===== src/rtl/sub_16_bit_serial_if.sv =====
// Handshake bundle for the nibble-serial 16-bit subtractor.
// Port V is present only when SUB16_OVERFLOW_EN is defined.
interface sub_16_bit_serial_if;
  logic [15:0] X;
  logic [15:0] Y;
  logic        in_valid;
  logic        in_ready;
  logic [15:0] Z;
  logic        Borrow;
  logic        out_valid;
  logic        out_ready;
`ifdef SUB16_OVERFLOW_EN
  logic        V;
`endif

  modport master (
    output X, Y, in_valid, out_ready,
`ifdef SUB16_OVERFLOW_EN
    input  V,
`endif
    input  in_ready, Z, Borrow, out_valid
  );

  modport slave (
    input  X, Y, in_valid, out_ready,
`ifdef SUB16_OVERFLOW_EN
    output V,
`endif
    output in_ready, Z, Borrow, out_valid
  );
endinterface


===== src/rtl/sub_16_bit_serial.sv =====
// Multi-cycle 16-bit unsigned subtractor, one nibble per clock, LSB nibble first.
// Optional signed-overflow output V is enabled by defining SUB16_OVERFLOW_EN.
module sub_16_bit_serial (
  input  logic           clk,
  input  logic           rst,
  sub_16_bit_serial_if.slave bus
);

  typedef enum logic [1:0] {
    S_IDLE = 2'd0,
    S_CALC = 2'd1,
    S_DONE = 2'd2
  } state_t;

  state_t      r_state;
  logic [1:0]  r_cnt;
  logic [15:0] r_x;
  logic [15:0] r_y;
  logic [15:0] r_z;
  logic        r_b;
  logic        r_borrow;
`ifdef SUB16_OVERFLOW_EN
  logic        r_v;
`endif

  logic [3:0]  w_x_nib;
  logic [3:0]  w_y_nib;
  logic [4:0]  w_diff;
  logic [15:0] w_z_next;

  // Bit 4 of the 5-bit result is the nibble borrow-out.
  function automatic logic [4:0] nib_sub(input logic [3:0] a, input logic [3:0] b, input logic bi);
    nib_sub = {1'b0, a} - {1'b0, b} - {4'b0000, bi};
  endfunction

  // Select the active nibble, subtract it, and merge the digit into the running Z.
  always_comb begin
    w_x_nib  = 4'h0;
    w_y_nib  = 4'h0;
    case (r_cnt)
      2'd0:    begin w_x_nib = r_x[3:0];   w_y_nib = r_y[3:0];   end
      2'd1:    begin w_x_nib = r_x[7:4];   w_y_nib = r_y[7:4];   end
      2'd2:    begin w_x_nib = r_x[11:8];  w_y_nib = r_y[11:8];  end
      2'd3:    begin w_x_nib = r_x[15:12]; w_y_nib = r_y[15:12]; end
      default: begin w_x_nib = 4'h0;       w_y_nib = 4'h0;       end
    endcase
    w_diff   = nib_sub(w_x_nib, w_y_nib, r_b);
    w_z_next = r_z;
    case (r_cnt)
      2'd0:    w_z_next[3:0]   = w_diff[3:0];
      2'd1:    w_z_next[7:4]   = w_diff[3:0];
      2'd2:    w_z_next[11:8]  = w_diff[3:0];
      2'd3:    w_z_next[15:12] = w_diff[3:0];
      default: w_z_next        = r_z;
    endcase
  end

  // Control FSM plus operand, result and borrow registers.
  always_ff @(posedge clk) begin
    if (rst) begin
      r_state  <= S_IDLE;
      r_cnt    <= 2'd0;
      r_x      <= 16'h0000;
      r_y      <= 16'h0000;
      r_z      <= 16'h0000;
      r_b      <= 1'b0;
      r_borrow <= 1'b0;
`ifdef SUB16_OVERFLOW_EN
      r_v      <= 1'b0;
`endif
    end else begin
      case (r_state)
        S_IDLE: begin
          if (bus.in_valid) begin
            r_x     <= bus.X;
            r_y     <= bus.Y;
            r_z     <= 16'h0000;
            r_b     <= 1'b0;
            r_cnt   <= 2'd0;
            r_state <= S_CALC;
          end
        end
        S_CALC: begin
          r_z <= w_z_next;
          r_b <= w_diff[4];
          if (r_cnt == 2'd3) begin
            r_borrow <= w_diff[4];
`ifdef SUB16_OVERFLOW_EN
            r_v      <= (r_x[15] != r_y[15]) & (w_z_next[15] != r_x[15]);
`endif
            r_state  <= S_DONE;
          end else begin
            r_cnt <= r_cnt + 2'd1;
          end
        end
        S_DONE: begin
          if (bus.out_ready) begin
            r_state <= S_IDLE;
          end
        end
        default: r_state <= S_IDLE;
      endcase
    end
  end

  assign bus.in_ready  = (r_state == S_IDLE);
  assign bus.out_valid = (r_state == S_DONE);
  assign bus.Z         = r_z;
  assign bus.Borrow    = r_borrow;
`ifdef SUB16_OVERFLOW_EN
  assign bus.V         = r_v;
`endif

endmodule


===== src/flat_wrapper.sv =====
// flat-port wrapper written by rule: the top's interface ports become plain ports
module sub_16_bit_serial_flat 
  (clk, rst, bus_X, bus_Y, bus_in_valid, bus_out_ready, bus_in_ready, bus_Z, bus_Borrow, bus_out_valid);
  sub_16_bit_serial_if bus_i ();
  input  logic clk;
  input  logic rst;
  input wire logic [$bits(bus_i.X)-1:0] bus_X;
  input wire logic [$bits(bus_i.Y)-1:0] bus_Y;
  input wire logic [$bits(bus_i.in_valid)-1:0] bus_in_valid;
  input wire logic [$bits(bus_i.out_ready)-1:0] bus_out_ready;
  output wire logic [$bits(bus_i.in_ready)-1:0] bus_in_ready;
  output wire logic [$bits(bus_i.Z)-1:0] bus_Z;
  output wire logic [$bits(bus_i.Borrow)-1:0] bus_Borrow;
  output wire logic [$bits(bus_i.out_valid)-1:0] bus_out_valid;
  assign bus_i.X = bus_X;
  assign bus_i.Y = bus_Y;
  assign bus_i.in_valid = bus_in_valid;
  assign bus_i.out_ready = bus_out_ready;
  assign bus_in_ready = bus_i.in_ready;
  assign bus_Z = bus_i.Z;
  assign bus_Borrow = bus_i.Borrow;
  assign bus_out_valid = bus_i.out_valid;
  sub_16_bit_serial u_core (.clk(clk), .rst(rst), .bus(bus_i));
endmodule

===== config.mk =====
export PLATFORM = sky130hd
export DESIGN_NAME = sub_16_bit_serial_flat
export DESIGN_NICKNAME = d
export VERILOG_FILES = /design/src/rtl/sub_16_bit_serial_if.sv /design/src/rtl/sub_16_bit_serial.sv /design/src/flat_wrapper.sv
export SDC_FILE = /design/constraint.sdc
export NUM_CORES = 1
export LEC_CHECK = 0
export CAP_MARGIN = 10
export CORE_UTILIZATION = 30
export CTS_CLUSTER_DIAMETER = 60
export CTS_CLUSTER_SIZE = 40
export DETAILED_ROUTE_END_ITERATION = 8
export PLACE_DENSITY = 0.55
export SYNTH_ARGS = -nofsm -noshare
export SYNTH_HDL_FRONTEND = slang
export SYNTH_SLANG_ARGS = --single-unit

===== constraint.sdc =====
create_clock -name clk -period 3.5 [get_ports clk]
set_input_delay 0.875 -clock clk [delete_from_list [all_inputs] [get_ports clk]]
set_output_delay 0.875 -clock clk [all_outputs]
set_load 0.05 [all_outputs]

Word level (Yosys, flattened, before mapping) --
Index checks and enable logic that the tools add are counted.
Cells by class: add/sub/neg operators 3, equal/unequal tests 12, muxes and demuxes 17, reduce and logical (&&, ||, !) cells 12
Operators by type and width (number):
- case mux 16 bit (2 select lines) | 1
- case mux 4 bit (4 select lines) | 2
- AND reduction 3 bit | 6
- 2-to-1 mux 16 bit | 1
- 2-to-1 mux 4 bit | 4
- != test 2 bit, second input constant | 6
- 2-to-1 mux 2 bit | 5
- == test 2 bit, second input constant | 3
- case mux 2 bit (3 select lines) | 1
- AND reduction 2 bit | 3
- subtractor 4 x 4 -> 5 bit | 1
- subtractor 5 x 1 -> 5 bit | 1
- == test 2 x 1 -> 1 bit, second input constant | 2
- zero test 2 bit | 2
- case mux 2 bit (2 select lines) | 1
- adder 2 x 1 -> 2 bit, second input constant | 1
- != test 2 x 1 -> 1 bit, second input constant | 1
- case mux 1 bit (2 select lines) | 1
- nonzero test 2 bit | 1
- 2-to-1 mux 1 bit | 1
Word-level totals: flip-flop bits (word level) 54, input port bits 36, output and inout bits 19, word-level logic and storage cells 54

Logic depth before layout (Yosys ltp) --
Gate-level depths: netlist (run 1).
depth in word-level cells 6, depth in mapped cells 14, depth with buffers taken out 13

Worst setup path after synthesis (run 1) --
OpenSTA, ideal clock, no wires.
path type register -> register, start register u_core.r_cnt[0], end register u_core.r_z[11] (netlist: u_core.bus.Z[11]), library setup time 135 ps, arrival 2486 ps, data required time 3365 ps, setup slack 879 ps, cell stages (with the launch flop) 12, path buffers 1, clock period less this slack 2621 ps, cell sequence dfxtp_1 > inv_1 > ha_1 > clkbuf_1 > a222oi_1 > a21oi_1 > fa_1 > inv_1 > ha_1 > and4b_1 > a211oi_2 > a211oi_1
Between the ends: longest elaborated chain between the ends 6, elaborated cells between the ends (all ways) 12, classes of those cells add/sub: 2; eq/ne: 4; mux: 4; reduce/logical: 2
Ends and longest elaborated chain:
- start, declared | line sub_16_bit_serial.sv:16 | logic [1:0] r_cnt;
- start signal, assigned | line sub_16_bit_serial.sv:93 | r_cnt <= r_cnt + 2'd1;
- == test 2 bit (tied with other cells) | line sub_16_bit_serial.sv:40 | case (r_cnt)
- case mux 4 bit (4 select lines) | line sub_16_bit_serial.sv:40
- subtractor 4 x 4 -> 5 bit | line sub_16_bit_serial.sv:33 | nib_sub = {1'b0, a} - {1'b0, b} - {4'b0000, bi};
- subtractor 5 x 1 -> 5 bit | line sub_16_bit_serial.sv:33
- 2-to-1 mux 4 bit | line sub_16_bit_serial.sv:49 | case (r_cnt)
- case mux 16 bit (2 select lines) | line sub_16_bit_serial.sv:72 | case (r_state)
- end signal, assigned | line sub_16_bit_serial.sv:84 | r_z <= w_z_next;
- end, declared | line sub_16_bit_serial.sv:19 | logic [15:0] r_z;
Parallel ways exist; a longest one is shown, timed or not. The select of a mux whose other input is x is not followed. A chain may end at the register's enable or synchronous reset.

Worst setup path in the final report (run 1) --
start register u_core.r_cnt[0], end register u_core.r_z[6] (netlist: u_core.bus.Z[6])
Between the ends: longest elaborated chain between the ends 6, elaborated cells between the ends (all ways) 12, classes of those cells add/sub: 2; eq/ne: 4; mux: 4; reduce/logical: 2
Ends and longest elaborated chain (line):
- == test 2 bit (tied with other cells) | sub_16_bit_serial.sv:40
- case mux 4 bit (4 select lines) | sub_16_bit_serial.sv:40
- subtractor 4 x 4 -> 5 bit | sub_16_bit_serial.sv:33
- subtractor 5 x 1 -> 5 bit | sub_16_bit_serial.sv:33
- 2-to-1 mux 4 bit | sub_16_bit_serial.sv:49
- case mux 16 bit (2 select lines) | sub_16_bit_serial.sv:72
Parallel ways exist; a longest one is shown, timed or not. The select of a mux whose other input is x is not followed.

==> metrics.md, run 1 <==
| Metric | Value |
|---|---|
| Status | `completed` |
| CP cell instances | `inv_1, ha_1, a222oi_1, nand2_1, o21ai_0, fa_1, inv_1, fa_1, nand2b_1, a21oi_1, nand2_1, a21oi_1` |
| Max Clock Freq | `0.341 GHz` |
| Core area | `around 0.0074 mm^2` |
| RSZ-0062 raised after global routing | `no` |
| Vias per cell | `4.77` |
| Die W | `90.1 um` |
| Register bit total from synthesis | `54` |
| Worst Skew | `about 9 ps` |
| # fillers | `806` |
| Global-route wire length before repair | `between 9 and 10 mm` |
| Initial core utilization | `between 30% and 40%` |
| Root buffer cell | `clkbuf_8` |
| DR DRC count | `0` |
| Clock Sinks | `54` |
| Unique cell type count in the Yosys netlist | `28` |
| Final setup margin | `about 570 ps` |
| Final min period | `about 2900 ps` |
| Slew HR | `roughly a third` |
| Post-CTS setup buffer count | `0` |
| Post-CTS Resized | `0` |
| Startpoint Class | `flip-flop` |
| Worst stage delay on the critical path | `400 ps` |
| Vias in the first global route | `roughly 2k` |
| Avg WL per Cell | `between 10 and 15 um` |
| Share of cells above drive strength 1 | `4.41%` |
| Max-cap violation count | `0` |
| CP endpoint kind | `flip-flop` |
| Clock slew at reported path FFs | `about 100 ps` |
| Slowest cell on crit path | `fa_1` |
| Pre-CTS setup slack | `just over 600 ps` |
| Synth Cell Area | `between 0.002 and 0.0025 mm^2` |
| IO Count | `55` |
| Mean Syn Cell Area | `~7.9 um^2` |
| Mapped Cells | `just under 300` |
| Crit path max fanout | `11` |
| CP top delay family | `compound AO/OA/AOI/OAI gates` |
| All-layer global routing usage | `14.4%` |
| CP Class | `reg2reg` |
| Vias | `2,096` |
| Post-Syn Nets | `341` |
| HP Class | `reg2reg` |
| Placed wire-length estimate | `a little under 4 mm` |
| CP required | `between 3000 and 4000 ps` |
| Crit path buffers/inverters | `2` |
| Die Y | `between 90 and 100 um` |
| Total CTS buffers | `5` |
| Iter 0 DRT Violations | `approximately 100` |
| PwrDens | `476 mW/mm^2` |
| Routed Antenna Nets | `0` |
| CTS tree | `built` |
| Post-Route WL | `about 5.7 mm` |
| Worst EP arrival | `3160 ps` |
| # nets final | `just under 400` |
| Ys Warns | `0` |
| VDD IR max | `about 0.24 mV` |
| Die Area | `between 0.008 and 0.009 mm^2` |
| H-tree depth | `2` |
| Port bufs | `54` |
| Final setup vio count | `0` |
| Period utilisation layout | `between 80% and 90%` |
| Antenna violations before repair | `0` |
| Pre-antenna DRT Iters | `5` |
| Final Hold Fails | `0` |
| Skew-Pair Late Insertion Delay | `around 310 ps` |
| Num rows | `31` |
| Diodes inserted | `0` |
| Area growth, synth to finish | `29.7%` |
| Post-CTS Hold Buffers | `0` |
| Setup TNS Final | `0 ps` |
| Largest net degree at the start of global routing | `55` |
| P_leak | `~1.1 nW` |
| Register area share after synthesis | `46.4%` |
| Overflow after GRT | `0` |
| Max-slew violations | `0` |
| Slew @ Worst Pin | `990 ps` |
| CTS Buffer Depth | `2` |
| GP Congestion | `just under 0.8` |
-- synthesized netlist by cell type --
cell type  count  area [um^2]
nand2b_1       4         25.0
buf_4          5         37.5
xor2_1         1         8.76
o21ai_0        5         25.0
nand2_2        1         6.26
a2bb2oi_2      1         15.0
buf_1          1         3.75
and2b_4        1         10.0
a22oi_1        3         22.5
a21oi_1       52          260
a211oi_2       1         12.5
nor3_1         1         5.00
nand2_1       87          327
a222oi_1       7         70.1
fa_1           2         40.0
and2_1         2         12.5
nand3b_1       1         7.51
inv_2          1         3.75
nor2b_1        2         12.5
ha_1           8          100
nand3_1        2         10.0
nor2_1        28          105
dfxtp_1       54         1080
a211oi_1       4         30.0
and4b_1        1         10.0
inv_1          5         18.8
a32oi_1        3         26.3
clkbuf_1      12         45.0
-- worst paths after layout --
kind	from	end	slack (ps)	cells after the start
setup reg to reg	u_core.r_cnt[0]$_SDFFE_PP0P_	u_core.bus.Z[6]$_SDFFE_PP0P_	570	12
setup / recovery	u_core.r_cnt[0]$_SDFFE_PP0P_	u_core.bus.Z[6]$_SDFFE_PP0P_	570	12
hold reg to reg	u_core.r_y[1]$_SDFFE_PP0P_	u_core.r_y[1]$_SDFFE_PP0P_	460	2
hold / removal	u_core.r_y[1]$_SDFFE_PP0P_	u_core.r_y[1]$_SDFFE_PP0P_	460	2
-- placed cells by master (no fill, tap or decap), drive strengths merged --
cell | synthesis | layout
clkbuf | 12 | 5
nand2 | 88 | 88
and2b | 1 | 1
fa | 2 | 2
and4b | 1 | 1
nor2 | 28 | 28
dfxtp | 54 | 54
clkinv | 0 | 1
a21oi | 52 | 52
o21ai | 5 | 5
a22oi | 3 | 3
and2 | 2 | 2
a222oi | 7 | 7
buf | 6 | 2
ha | 8 | 8
nand3b | 1 | 1
a2bb2oi | 1 | 1
clkdlybuf4s50 | 0 | 53
inv | 6 | 7
nor3 | 1 | 1
a211oi | 5 | 5
xor2 | 1 | 1
bufinv | 0 | 1
nand3 | 2 | 2
nor2b | 2 | 2
a32oi | 3 | 3
nand2b | 4 | 4
-- routing by layer --
metal / track usage (%) / part of all wire [%]
met3: 2.79 / 3.2
met5: 0 / 0
met1: 20.3 / 51
met4: 4.70 / 1.4
met2: 22.1 / 44
-- area by class of cell --
type                    instances  area [um^2]  area share, %
clock buffers                   5         68.8           2.28
clock inverters                 3         43.8           1.45
inverters                       6         22.5          0.745
multi-input cells             217         1140           37.7
flip-flops and latches         54         1080           35.7
well taps                      99          124           4.10
repair buffers                 55          543           18.0
-- report_power, final --
part	total (mW)	switching, mW	internal, mW
Clock	0.425	0.210	0.215
Sequential	0.675	0.0230	0.652
Combinational	0.339	0.203	0.136
Total	1.44	0.436	1.00
-- worst reg2reg max path, cell delays in order (launching register included) --
cell and delay (ps):
dfxtp_1 390, inv_1 100, ha_1 360, a222oi_1 380
nand2_1 90, o21ai_0 100, fa_1 200, inv_1 70
fa_1 400, nand2b_1 170, a21oi_1 370, nand2_1 90
a21oi_1 150
-- sequential cells by signal (all words and copies together) (netlist names) --
signal,count
u_core.bus.Borrow,1
u_core.bus.Z,16
u_core.r_b,1
u_core.r_cnt,2
u_core.r_state,2
u_core.r_x,16
u_core.r_y,16
-- through the flow --
step	hold WS, ps	power, mW	util (%)	cell area (um^2)	cells
finish	459	1.44	41.0	3020	439
global route	484	1.51	41.0	3020	439
CTS	463	1.45	41.0	3020	439
detailed placement	447	1.03	39.5	2910	431
global placement	443	1.03	39.5	2910	431
floorplan	433	0.914	-	2330	295
-- logic make-up (layout without fill, tap and decap cells) --
| logic type | count (synthesis) | count (layout) | share of synthesized area, % |
|---|---|---|---|
| XOR/XNOR | 1 | 1 | 0.376 |
| adder cells (fa/ha/maj) | 10 | 10 | 6.01 |
| flip-flops | 54 | 54 | 46.4 |
| buffers and inverters | 24 | 69 | 4.67 |
| AO/OA/AOI/OAI | 76 | 76 | 19.8 |
| AND/OR/NAND/NOR | 130 | 130 | 22.8 |
Power figures use the tool's default switching activity.
==> inputs of run 2 (changes only) <==
- PLACE_DENSITY: 0.55 -> 0.57
- clock period: 3.5 -> 2.53 ns (I/O delays scaled with it)
==> metrics.md, run 2 (synthesis gave the netlist of run 1 again) <==
| Metric | Value |
|---|---|
| Worst setup path end | `u_core.bus.Z[15]$_SDFFE_PP0P_ (was u_core.bus.Z[6]$_SDFFE_PP0P_)` |
| Iter 0 DRT Violations | `103 (was 98)` |
| Slew @ Worst Pin | `506 ps (was 990 ps)` |
| Area growth, synth to finish | `42.1% (was 29.7%)` |
| Failing checks | `negative setup slack` |
| VDD IR max | `0.219 mV (was 0.242 mV)` |
| Status | `finished with violations (was completed)` |
| # fillers | `755 (was 806)` |
| Multi-input logic area | `0.00129 mm^2 (was 0.00114 mm^2)` |
| CP required | `2720 ps (was 3730 ps)` |
| Total CTS buffers | `5 (unchanged)` |
| All-layer global routing usage | `15.0% (was 14.4%)` |
| CTS Buffer Depth | `2 (unchanged)` |
| Final setup vio count | `4 (was 0)` |
| Avg WL per Cell | `13.1 um (was 13.0 um)` |
| Final Hold Fails | `0 (unchanged)` |
| Hold WS | `461 ps (was 459 ps)` |
| Port bufs | `54 (unchanged)` |
| Crit path max fanout | `6 (was 11)` |
| Pre-CTS setup slack | `-165 ps (was 609 ps)` |
| Vias | `2,170 (was 2,096)` |
| FF-to-FF path depth | `11 (was 12)` |
| Period utilisation layout | `101% (was 83.7%)` |
| RSZ-0062 raised after global routing | `yes (was no)` |
| Max-cap violation count | `0 (unchanged)` |
| Setup TNS Final | `-89.4 ps (was 0 ps)` |
| CP cell instances | `inv_4, ha_4, buf_4, a222oi_1, a21oi_1, ha_1, inv_2, ha_4, and4b_1, a211oi_4, a211oi_1 (was inv_1, ha_1, a222oi_1, nand2_1, o21ai_0, fa_1, inv_1, fa_1, nand2b_1, a21oi_1, nand2_1, a21oi_1)` |
| Die Y | `90.1 um (unchanged)` |
| Core area | `0.00737 mm^2 (unchanged)` |
| P_leak | `1.22 nW (was 1.11 nW)` |
| Register Area | `0.00109 mm^2 (was 0.00108 mm^2)` |
| Most common cell after layout, fill and taps aside | `nand2_1 (unchanged)` |
| Final min period | `2560 ps (was 2930 ps)` |
| H-tree depth | `2 (unchanged)` |
| Global-route wire length before repair | `9.84 mm (was 9.53 mm)` |
| FF-to-FF End | `u_core.bus.Z[15]$_SDFFE_PP0P_ (was u_core.bus.Z[6]$_SDFFE_PP0P_)` |
| Placed wire-length estimate | `4.36 mm (was 3.97 mm)` |
| FF-to-FF setup slack | `-30 ps (was 570 ps)` |
| Vias in the first global route | `2,121 (was 2,012)` |
| Placed cells | `446 (was 431)` |
| DR DRC count | `0 (unchanged)` |
| Die Area | `0.00813 mm^2 (unchanged)` |
| CP Class | `reg2reg (unchanged)` |
| Post-CTS Hold Buffers | `0 (unchanged)` |
| Die W | `90.1 um (unchanged)` |
| # nets final | `400 (was 385)` |
| Pwr Total | `2.05 mW (was 1.44 mW)` |
| Post-Route WL | `5.93 mm (was 5.69 mm)` |
| Share of cells above drive strength 1 | `16.9% (was 4.41%)` |
| CTS tree | `built (unchanged)` |
| Pre-antenna DRT Iters | `4 (was 5)` |
| Num rows | `31 (unchanged)` |
| Diodes inserted | `0 (unchanged)` |
| Max-slew violations | `0 (unchanged)` |
| Initial core utilization | `31.6% (unchanged)` |
| Max Clock Freq | `0.391 GHz (was 0.341 GHz)` |
| PwrDens | `618 mW/mm^2 (was 476 mW/mm^2)` |
| CP endpoint kind | `flip-flop (unchanged)` |
| Startpoint Class | `flip-flop (unchanged)` |
| R2R Path Start | `u_core.r_cnt[0]$_SDFFE_PP0P_ (unchanged)` |
| Slew HR | `66.2% (was 34.0%)` |
| Overflow after GRT | `0 (unchanged)` |
| Routed Antenna Nets | `0 (unchanged)` |
| Fin cells | `454 (was 439)` |
| Antenna violations before repair | `0 (unchanged)` |
| Clock Sinks | `54 (unchanged)` |
| Slowest cell on crit path | `dfxtp_4 (was fa_1)` |
| Worst stage delay on the critical path | `410 ps (was 400 ps)` |
| IO Count | `55 (unchanged)` |
| Commonest non-fill, non-tap cells in the layout | `nand2_1 (83), clkdlybuf4s50_1 (53), dfxtp_1 (52), a21oi_1 (45), nor2_1 (28) (was nand2_1 (87), dfxtp_1 (54), clkdlybuf4s50_1 (53), a21oi_1 (52), nor2_1 (28))` |
| Vias per cell | `4.78 (was 4.77)` |
| Worst EP arrival | `2740 ps (was 3160 ps)` |
| Clock slew at reported path FFs | `100 ps (about the same)` |
| Largest net degree at the start of global routing | `30 (was 55)` |
| Most used cell along the critical path | `ha_4` |
| Skew-Pair Late Insertion Delay | `310 ps (about the same)` |
| Setup crit start | `u_core.r_cnt[0]$_SDFFE_PP0P_ (unchanged)` |
| Worst Skew | `5.15 ps (was 9.04 ps)` |
| Root buffer cell | `clkbuf_8 (unchanged)` |
| GP Congestion | `0.845 (was 0.778)` |
| Final setup margin | `-27.1 ps (was 572 ps)` |
| HP Class | `reg2reg (unchanged)` |
==> run 2: cell types whose count changed in the layout (fill, tap and decap cells not counted), moves of 3 or more <==
cell,previous run,this run
buf_4,1,13
a21oi_1,52,45
a21oi_2,0,6
ha_1,8,4
ha_4,0,4
nand2_1,87,83
a211oi_1,4,1
inv_1,5,2
nand2_2,1,4
==> run 2: area by class of cell <==
cell class | instances | area share [%]
Clock inverter | 2 | 0.378
Clock buffer | 6 | 2.49
Multi-Input combinational cell | 217 | 39.0
Tap cell | 99 | 3.74
Timing Repair Buffer | 70 | 20.7
Inverter | 6 | 0.831
Sequential cell | 54 | 32.9
==> run 2: where the power goes <==
part           switching (mW)  internal [mW]  total, mW
Clock                   0.278          0.220      0.498
Combinational           0.337          0.277      0.614
Sequential             0.0347          0.901      0.936
==> run 2: layer usage <==
layer / GRT usage (%) / share of wire, % / up-vias
li1: - / - / 1108
met1: 19.1 / 47 / 1009
met2: 25.4 / 47 / 43
met3: 2.96 / 4.0 / 10
met4: 4.84 / 2.0 / 0
met5: 0 / 0 / -
==> run 2: worst min path at each step <==
stage          depth (start not counted)                          start                       endpoint
6_report                               2     u_core.r_y[9]$_SDFFE_PP0P_     u_core.r_y[9]$_SDFFE_PP0P_
5_1_grt                                2   u_core.bus.Z[2]$_SDFFE_PP0P_   u_core.bus.Z[2]$_SDFFE_PP0P_
4_1_cts                                2   u_core.bus.Z[2]$_SDFFE_PP0P_   u_core.bus.Z[2]$_SDFFE_PP0P_
3_5_place_dp                           2  u_core.bus.Z[14]$_SDFFE_PP0P_  u_core.bus.Z[14]$_SDFFE_PP0P_
3_3_place_gp                           2  u_core.bus.Z[10]$_SDFFE_PP0P_  u_core.bus.Z[10]$_SDFFE_PP0P_
2_1_floorplan                          2     u_core.r_x[2]$_SDFFE_PP0P_     u_core.r_x[2]$_SDFFE_PP0P_
==> run 2: timing repair <==
item,in CTS,in global routing
setup endpoints to repair,11,10
pin swaps,6,16
setup buffers,0,1
gates resized for setup,12,25
==> run 2: worst max-delay path, delay by kind of cell (launching register included) <==
kind / cells / cell delay [ps]
fa+ha+maj: 3 / 760
flops: 1 / 410
buf+inv: 3 / 240
compound gates: 4 / 800
simple gates: 1 / 220
==> run 2: metrics by stage <==
| stage | util [%] | area [um^2] |
|---|---|---|
| floorplan | - | 2350 |
| global placement | 41.6 | 3070 |
| detailed placement | 41.6 | 3070 |
| CTS | 43.4 | 3200 |
| global route | 44.9 | 3310 |
| finish | 44.9 | 3310 |
